[config.mk]
export PLATFORM = sky130hd
export DESIGN_NAME = l1_ahb_mtx_arb_param
export DESIGN_NICKNAME = d
export VERILOG_FILES = /design/src/rtl/l1_ahb_mtx_pkg.sv /design/src/rtl/l1_ahb_mtx_burst_cnt.sv /design/src/rtl/l1_ahb_mtx_arb_param.sv
export SDC_FILE = /design/constraint.sdc
export NUM_CORES = 1
export LEC_CHECK = 0
export CORE_AREA = 2 2 39 41
export CTS_BUF_LIST = sky130_fd_sc_hd__clkbuf_4
export CTS_CLUSTER_SIZE = 25
export DETAILED_ROUTE_END_ITERATION = 12
export DIE_AREA = 0 0 41 43
export SLEW_MARGIN = 30
export SYNTH_ARGS = -nofsm -noshare
export SYNTH_HDL_FRONTEND = slang
export SYNTH_SLANG_ARGS = --single-unit
[constraint.sdc]
create_clock -name HCLK -period 2.15 [get_ports HCLK]
set_clock_uncertainty 0.2 [all_clocks]
set_input_delay 0.43 -clock HCLK [delete_from_list [all_inputs] [get_ports HCLK]]
set_output_delay 0.43 -clock HCLK [all_outputs]
set_load 0.01 [all_outputs]
[src/rtl/l1_ahb_mtx_pkg.sv]
// Shared encodings and helpers for the L1 AHB bus-matrix output-stage arbiters.
// Latency: n/a (types, constants and a pure function only).
// Backpressure: n/a.
// Contents: HTRANS/HBURST encodings, arbitration-mode constants, burst_beats().
package l1_ahb_mtx_pkg;

    typedef enum logic [1:0] {
        HTRANS_IDLE   = 2'b00,
        HTRANS_BUSY   = 2'b01,
        HTRANS_NONSEQ = 2'b10,
        HTRANS_SEQ    = 2'b11
    } htrans_e;

    typedef enum logic [2:0] {
        HBURST_SINGLE = 3'b000,
        HBURST_INCR   = 3'b001,
        HBURST_WRAP4  = 3'b010,
        HBURST_INCR4  = 3'b011,
        HBURST_WRAP8  = 3'b100,
        HBURST_INCR8  = 3'b101,
        HBURST_WRAP16 = 3'b110,
        HBURST_INCR16 = 3'b111
    } hburst_e;

    localparam int ARB_FIXED = 0;
    localparam int ARB_RR    = 1;

    // Beats remaining after the first (NONSEQ) beat of a fixed-length burst.
    // SINGLE and undefined-length INCR return 0, so they never pin the grant.
    function automatic logic [3:0] burst_beats(input logic [2:0] hburst);
        logic [3:0] len;
        case (hburst)
            HBURST_WRAP4,  HBURST_INCR4:  len = 4'd3;
            HBURST_WRAP8,  HBURST_INCR8:  len = 4'd7;
            HBURST_WRAP16, HBURST_INCR16: len = 4'd15;
            default:                      len = 4'd0;
        endcase
        return len;
    endfunction

endpackage

[src/rtl/l1_ahb_mtx_burst_cnt.sv]
// Beat counter that pins the arbiter grant for the remainder of a fixed-length burst.
// Latency: counter updates on the HREADYM=1 edge; load/term flags are combinational.
// Backpressure: holds all state while HREADYM=0.
// Ports: HCLK, HRESET (sync, active-high), HREADYM/HSELM/HTRANSM/HBURSTM of the output
//        address phase; burst_hold (registered), burst_load and burst_term (this cycle).
module l1_ahb_mtx_burst_cnt
    import l1_ahb_mtx_pkg::*;
(
    input  logic       HCLK,
    input  logic       HRESET,
    input  logic       HREADYM,
    input  logic       HSELM,
    input  logic [1:0] HTRANSM,
    input  logic [2:0] HBURSTM,
    output logic       burst_hold,
    output logic       burst_load,
    output logic       burst_term
);

    logic [3:0] beats_left;

    assign burst_hold = (beats_left != 4'd0);
    assign burst_load = HSELM && (HTRANSM == HTRANS_NONSEQ) && (burst_beats(HBURSTM) != 4'd0);
    // A new address phase (IDLE/NONSEQ) while beats remain means the burst was cut short.
    assign burst_term = burst_hold &&
                        ((HTRANSM == HTRANS_IDLE) || (HTRANSM == HTRANS_NONSEQ));

    always_ff @(posedge HCLK) begin
        if (HRESET) begin
            beats_left <= 4'd0;
        end else if (HREADYM) begin
            // A NONSEQ that starts a new fixed burst takes precedence over clearing the old one.
            if (burst_load) begin
                beats_left <= burst_beats(HBURSTM);
            end else if (burst_term) begin
                beats_left <= 4'd0;
            end else if ((HTRANSM == HTRANS_SEQ) && burst_hold) begin
                beats_left <= beats_left - 4'd1;
            end
        end
    end

endmodule

[src/rtl/l1_ahb_mtx_arb_param.sv]
// Output-stage arbiter choosing which of NUM_PORTS input stages drives one slave port.
// Latency: one cycle; the decision is registered on the HREADYM=1 edge.
// Backpressure: all state holds while HREADYM=0. Optional macro L1_AHB_ARB_BURST_HOLD_EN.
// Ports: HCLK, HRESET (sync, active-high), req_port, HREADYM/HSELM/HTRANSM/HBURSTM/HMASTLOCKM;
//        outputs addr_in_port (encoded), grant (one-hot), no_port, burst_hold.
module l1_ahb_mtx_arb_param
    import l1_ahb_mtx_pkg::*;
#(
    parameter int NUM_PORTS = 4,
    parameter int ARB_MODE  = 0,
    parameter int PORT_W    = $clog2(NUM_PORTS)
) (
    input  logic                 HCLK,
    input  logic                 HRESET,
    input  logic [NUM_PORTS-1:0] req_port,
    input  logic                 HREADYM,
    input  logic                 HSELM,
    input  logic [1:0]           HTRANSM,
    input  logic [2:0]           HBURSTM,
    input  logic                 HMASTLOCKM,
    output logic [PORT_W-1:0]    addr_in_port,
    output logic [NUM_PORTS-1:0] grant,
    output logic                 no_port,
    output logic                 burst_hold
);

    logic [PORT_W-1:0]    sel_q, sel_d;
    logic                 no_port_q, no_port_d;
    logic [PORT_W-1:0]    rr_ptr_q, rr_ptr_d;
    logic [NUM_PORTS-1:0] sel_oh;
    logic [NUM_PORTS-1:0] cand;
    logic [PORT_W-1:0]    win;
    logic                 found;
    logic                 cur_active;
    logic                 pin;

`ifdef L1_AHB_ARB_BURST_HOLD_EN
    logic burst_load;
    logic burst_term;

    l1_ahb_mtx_burst_cnt u_burst_cnt (
        .HCLK       (HCLK),
        .HRESET     (HRESET),
        .HREADYM    (HREADYM),
        .HSELM      (HSELM),
        .HTRANSM    (HTRANSM),
        .HBURSTM    (HBURSTM),
        .burst_hold (burst_hold),
        .burst_load (burst_load),
        .burst_term (burst_term)
    );

    // The NONSEQ that opens a fixed burst already pins the grant, otherwise the
    // owner would lose the bus before its first SEQ beat reaches the slave.
    assign pin = (burst_hold && !burst_term) || burst_load;
`else
    logic unused_hburst;

    assign unused_hburst = ^HBURSTM;
    assign burst_hold    = 1'b0;
    assign pin           = 1'b0;
`endif

    always_comb begin
        sel_oh        = '0;
        sel_oh[sel_q] = 1'b1;
    end

    assign cur_active = HSELM && (HTRANSM != HTRANS_IDLE);
    // The current owner stays a candidate while it has an active transfer, even
    // if its input stage has dropped the request.
    assign cand = req_port | ((cur_active && !no_port_q) ? sel_oh : '0);

    always_comb begin
        win   = '0;
        found = 1'b0;
        if (ARB_MODE == ARB_RR) begin
            for (int i = 0; i < NUM_PORTS; i++) begin
                if (!found && cand[(int'(rr_ptr_q) + i) % NUM_PORTS]) begin
                    found = 1'b1;
                    win   = PORT_W'((int'(rr_ptr_q) + i) % NUM_PORTS);
                end
            end
        end else begin
            for (int i = NUM_PORTS - 1; i >= 0; i--) begin
                if (cand[i]) begin
                    found = 1'b1;
                    win   = PORT_W'(i);
                end
            end
        end
    end

    always_comb begin
        sel_d     = sel_q;
        no_port_d = no_port_q;
        rr_ptr_d  = rr_ptr_q;
        if (HMASTLOCKM || pin) begin
            // keep the current selection
        end else if (found) begin
            sel_d     = win;
            no_port_d = 1'b0;
            if (no_port_q || (win != sel_q)) begin
                rr_ptr_d = (win == PORT_W'(NUM_PORTS - 1)) ? '0 : win + 1'b1;
            end
        end else if (HSELM) begin
            // slave still addressed with no requester: keep the selection
        end else begin
            no_port_d = 1'b1;
        end
    end

    always_ff @(posedge HCLK) begin
        if (HRESET) begin
            sel_q     <= '0;
            no_port_q <= 1'b1;
            rr_ptr_q  <= '0;
        end else if (HREADYM) begin
            sel_q     <= sel_d;
            no_port_q <= no_port_d;
            rr_ptr_q  <= rr_ptr_d;
        end
    end

    assign addr_in_port = sel_q;
    assign no_port      = no_port_q;
    assign grant        = no_port_q ? '0 : sel_oh;

endmodule

[Word-level counts from Yosys, hierarchy flattened]
Index checks and enable logic that the tools add are counted.
Widths: inputs -> output; s select.
Operators by class
  muxes and demuxes: 14
  order comparisons: 2
  bitwise operators: 2
  reductions and logical operators: 7
  equal/unequal tests: 1
Operators by type and width (count)
  $mux 2: 4
  $mux 4: 2
  $mux 1: 7
  $reduce_and 3->1: 2
  $or 4x4->4: 1
  $logic_and 1x1->1: 3
  $lt 2x3->1 const B: 1
  $demux 1 s2: 1
  $ge 2x1->1 const B: 1
  $ne 2x1->1 const B: 1
  $reduce_bool 2->1: 1
  $logic_not 1->1: 1
  $not 1->1: 1
Word-level totals
  register bits after elaboration: 3
  word-level logic and storage cells: 28
  input port bits: 14

[Depth between registers and ports, before layout]
Gate-level depths: netlist (run 1).
  word-level depth: 12
  depth in mapped cells: 4

[Worst setup path before layout (run 1)]
Ideal clock, no wire load.
  path type: register -> output
  start: reg sel_q[1], in the netlist addr_in_port[1]
  end: out grant[2]
  stages on the path, launching flop included: 2
  slack: 0.715 ns
  data arrival time: 0.805 ns
  data required time: 1.520 ns
  cell sequence: dfxtp_1 > nor3b_1
Between the ends
  word-level cells in the longest chain between the ends: 5
  elaborated cells between the ends (all ways): 6
  those cells by class: 2 x order compare; 3 x mux; 1 x reduce/logical
Ends and longest elaborated chain
  from (decl): RTL line l1_ahb_mtx_arb_param.sv:27  | logic [PORT_W-1:0] sel_q, sel_d;
  from (signal assigned): RTL line l1_ahb_mtx_arb_param.sv:119  | sel_q <= sel_d;
  $lt 2x3->1 (not written as such) or $ge 2x1->1 (tied branches): RTL line l1_ahb_mtx_arb_param.sv:66  | sel_oh[sel_q] = 1'b1;
  $logic_and 1x1->1 (not written as such): RTL line l1_ahb_mtx_arb_param.sv:66
  $mux 1 (not written as such): RTL line l1_ahb_mtx_arb_param.sv:66
  $demux 1 s2 (*): RTL line l1_ahb_mtx_arb_param.sv:66
  $mux 4 (*): RTL line l1_ahb_mtx_arb_param.sv:127  | assign grant = no_port_q ? '0 : sel_oh;
  to (decl): RTL line l1_ahb_mtx_arb_param.sv:22  | output logic [NUM_PORTS-1:0] grant,
Mark *: on every way between the ends. The rest lies on a longest branch, timed or not.

[Worst setup path after layout (run 1)]
Same ends and word-level chain as after synthesis.

==> out/qor.txt, run 1 <==
==================================================================================
Number of nets at the end of the flow ...............................           69
Area overhead of the layout relative to synthesis ...................        81.1%
Overall power .......................................................     0.239 mW
DRC errors left .....................................................            0
Number of gates given a new drive strength after cts ................            0
Floorplan core area .................................................   1380 sq um
Setup Fix Bufs, Post-CTS ............................................            0
Placement row count .................................................           14
Highest achievable clock rate .......................................      497 MHz
Final ANT Viol Nets .................................................            0
TritonCTS clock tree ................................................         done
Critical path capture point type ....................................  output port
Fraction of the yosys area taken by sequential cells ................        22.6%
GPL Wtd Cong ........................................................        0.836
Die width ...........................................................   41 microns
Total inserted antenna cells ........................................            0
I/O pin total .......................................................           22
Number of hold violations in the final report .......................            0
Remaining Overflow, GRT .............................................            0
Library cell occupying the most area in the post-synthesis netlist .. sky130_fd_sc_hd__dfxtp_1
Count of TritonRoute iterations in the first routing pass ...........            3
Initial core utilization ............................................        19.2%
Max Cap Viol ........................................................            0
Count of buffers from port buffering ................................           17
Worst min-delay path category .......................................   reg -> reg
Antenna violations before repair ....................................            0
Via count of the first global-routing pass ..........................          285
Required time of the critical path ..................................      1.52 ns
Area of the mapped netlist ..........................................    265 sq um
Share of final-layout standard cells stronger than drive strength 1 .        18.5%
Most used cells in the layout excluding fill and tap cells .......... sky130_fd_sc_hd__clkdlybuf4s50_1, sky130_fd_sc_hd__nor2_1, sky130_fd_sc_hd__clkbuf_4, sky130_fd_sc_hd__nor3b_1, sky130_fd_sc_hd__nor3_1
Aggregate routed wire length ........................................  672 microns
Most common cell after layout, fill and taps aside .................. sky130_fd_sc_hd__clkdlybuf4s50_1
CTS Buffer Depth ....................................................            2
Gate count after technology mapping .................................           34
Number of synthesized register bits .................................            3
Clk pin slew, worst setup/hold paths ................................      0.03 ns
Nature of the critical path startpoint ..............................    flip-flop
Setup TNS after final layout ........................................         0 ns
Number of buffers inserted during clock tree synthesis ..............            3
Crit path max fanout ................................................            9
DRC marker count from the first detailed-route iteration ............           11
Final setup vio count ...............................................            0
Count of cell types in the netlist ..................................           21
Count of hold buffers inserted by post-cts repair ...................            0
Worst EP arrival ....................................................      1.38 ns
Biggest area contributors in the synthesized netlist ................ sky130_fd_sc_hd__dfxtp_1, sky130_fd_sc_hd__nand2b_4, sky130_fd_sc_hd__nor2_1, sky130_fd_sc_hd__nor3b_1, sky130_fd_sc_hd__nor3_1
Routed length per instance .......................................... 9.60 microns
GR Util All Layers ..................................................        8.63%
Finished layout cell area ...........................................    480 sq um
Category of the critical setup timing path ..........................   reg -> out
DP HPWL .............................................................  516 microns
Count of vias placed by the detailed router .........................          326
FF-to-FF path depth .................................................            4
Unrepaired setup endpoints after global routing .....................           no
Fin crit period .....................................................      2.01 ns
Pin count of the biggest net entering global routing ................           10
Period utilisation layout ...........................................        93.6%
Floorplan die area ..................................................   1760 sq um
Wire length of the first global-routing pass ........................ 1060 microns
Average footprint of a synthesized cell .............................   7.80 sq um
Clock Latency Late Sink .............................................      0.23 ns
Number of H-tree branching levels ...................................            1
Ratio of routed vias to standard cells ..............................         4.66
Pins Over Slew Limit ................................................            0
Cell depth of the worst min-delay path ..............................            2
Static leakage ......................................................     0.183 nW
Placement-stage cell area ...........................................    448 sq um
Number of sinks on the clock net ....................................            3
Worst voltage drop across the vdd grid ..............................     0.235 mV
Post-Syn Nets .......................................................           48
Synth Warn # ........................................................            0
Clock root buffer master ............................................ sky130_fd_sc_hd__clkbuf_4
Outcome ............................................................. finished, final reports clean
Die extent in y .....................................................   43 microns
Fraction of synthesized cell area taken by the top area cell type ...        22.6%
Total power density per cell area ...................................  498 nW/um^2
==================================================================================
layer usage:
layer | global-route usage (%) | wire [microns]
met1 | 9.62 | 277
met2 | 13.8 | 347
met3 | 4.71 | 46
met4 | 2.00 | 0
met5 | 0 | 0
final cells by class:
type                       instances  area [sq um]
sequential                         3          62.6
fill                             149           903
multi-input combinational         30           198
timing repair buffer              17           170
clock buffer                       4          30.0
tap                               16          20.0
logic make-up (layout without fill, tap and decap cells):
| logic type | count (synthesis) | count (layout) | share of synthesized area, % |
|---|---|---|---|
| AO/OA/AOI/OAI | 8 | 8 | 21.2 |
| AND/OR/NAND/NOR | 21 | 21 | 51.9 |
| buffers and inverters | 1 | 21 | 2.83 |
| flip-flops | 3 | 3 | 22.6 |
| other | 1 | 1 | 1.41 |
sequential cells by signal (all words and copies together) (netlist names):
| register | cells |
|---|---|
| addr_in_port | 2 |
| no_port | 1 |
where the power goes:
part / internal, mW / total (mW) / switching, mW
logic: 0.0399 / 0.0625 / 0.0227
registers: 0.0603 / 0.0668 / 0.00651
clock network: 0.0820 / 0.110 / 0.0277
critical path, cell delays in order (launching register included):
cell	delay, ns
sky130_fd_sc_hd__dfxtp_2	0.39
sky130_fd_sc_hd__nor3b_1	0.20
sky130_fd_sc_hd__clkdlybuf4s50_1	0.56
path summary, 6_finish.rpt:
check	from	end	slack, ns
setup / recovery	addr_in_port[1]$_SDFFE_PP0P_	grant[2]	0.14
hold reg to reg	addr_in_port[1]$_SDFFE_PP0P_	addr_in_port[1]$_SDFFE_PP0P_	0.37
setup reg to reg	no_port$_SDFFE_PP1P_	addr_in_port[0]$_SDFFE_PP0P_	0.72
hold / removal	addr_in_port[1]$_SDFFE_PP0P_	addr_in_port[1]$_SDFFE_PP0P_	0.37
cell usage after synthesis:
| master | n |
|---|---|
| sky130_fd_sc_hd__a211oi_1 | 1 |
| sky130_fd_sc_hd__a21boi_0 | 1 |
| sky130_fd_sc_hd__a21o_1 | 1 |
| sky130_fd_sc_hd__a21oi_1 | 1 |
| sky130_fd_sc_hd__a311oi_1 | 1 |
| sky130_fd_sc_hd__and3b_2 | 1 |
| sky130_fd_sc_hd__buf_4 | 1 |
| sky130_fd_sc_hd__conb_1 | 1 |
| sky130_fd_sc_hd__dfxtp_1 | 3 |
| sky130_fd_sc_hd__nand2_1 | 1 |
| sky130_fd_sc_hd__nand2b_1 | 1 |
| sky130_fd_sc_hd__nand2b_4 | 2 |
| sky130_fd_sc_hd__nor2_1 | 6 |
| sky130_fd_sc_hd__nor2b_1 | 2 |
| sky130_fd_sc_hd__nor3_1 | 3 |
| sky130_fd_sc_hd__nor3b_1 | 3 |
| sky130_fd_sc_hd__nor4b_1 | 1 |
| sky130_fd_sc_hd__o21ai_0 | 1 |
| sky130_fd_sc_hd__o22ai_1 | 1 |
| sky130_fd_sc_hd__o2bb2ai_1 | 1 |
| sky130_fd_sc_hd__or2_4 | 1 |
through the flow:
stage / util [%] / worst slack, ns / hold WS, ns / cells
finish: 34.7 / 0.137 / 0.369 / 70
detailed placement: 32.4 / 0.201 / 0.398 / 66
CTS: 34.5 / 0.0266 / 0.428 / 70
global route: 34.7 / 0.0334 / 0.463 / 70
global placement: 32.4 / 0.195 / 0.392 / 66
floorplan: - / 0.715 / 0.309 / 34
Power figures use the tool's default switching activity.
==> run 2, diff against run 1 <==
--- a/config.mk
+++ b/config.mk
@@ -10,7 +10,9 @@
 export CTS_CLUSTER_SIZE = 25
 export DETAILED_ROUTE_END_ITERATION = 12
 export DIE_AREA = 0 0 41 43
+export GPL_ROUTABILITY_DRIVEN = 1
 export SLEW_MARGIN = 30
 export SYNTH_ARGS = -nofsm -noshare
 export SYNTH_HDL_FRONTEND = slang
+export SYNTH_HIERARCHICAL = 1
 export SYNTH_SLANG_ARGS = --single-unit
==> results of run 2 <==
Final layout, timing and power as in run 1 (identical DEF).
Among the figures that moved: Yosys warning count 0 -> 6
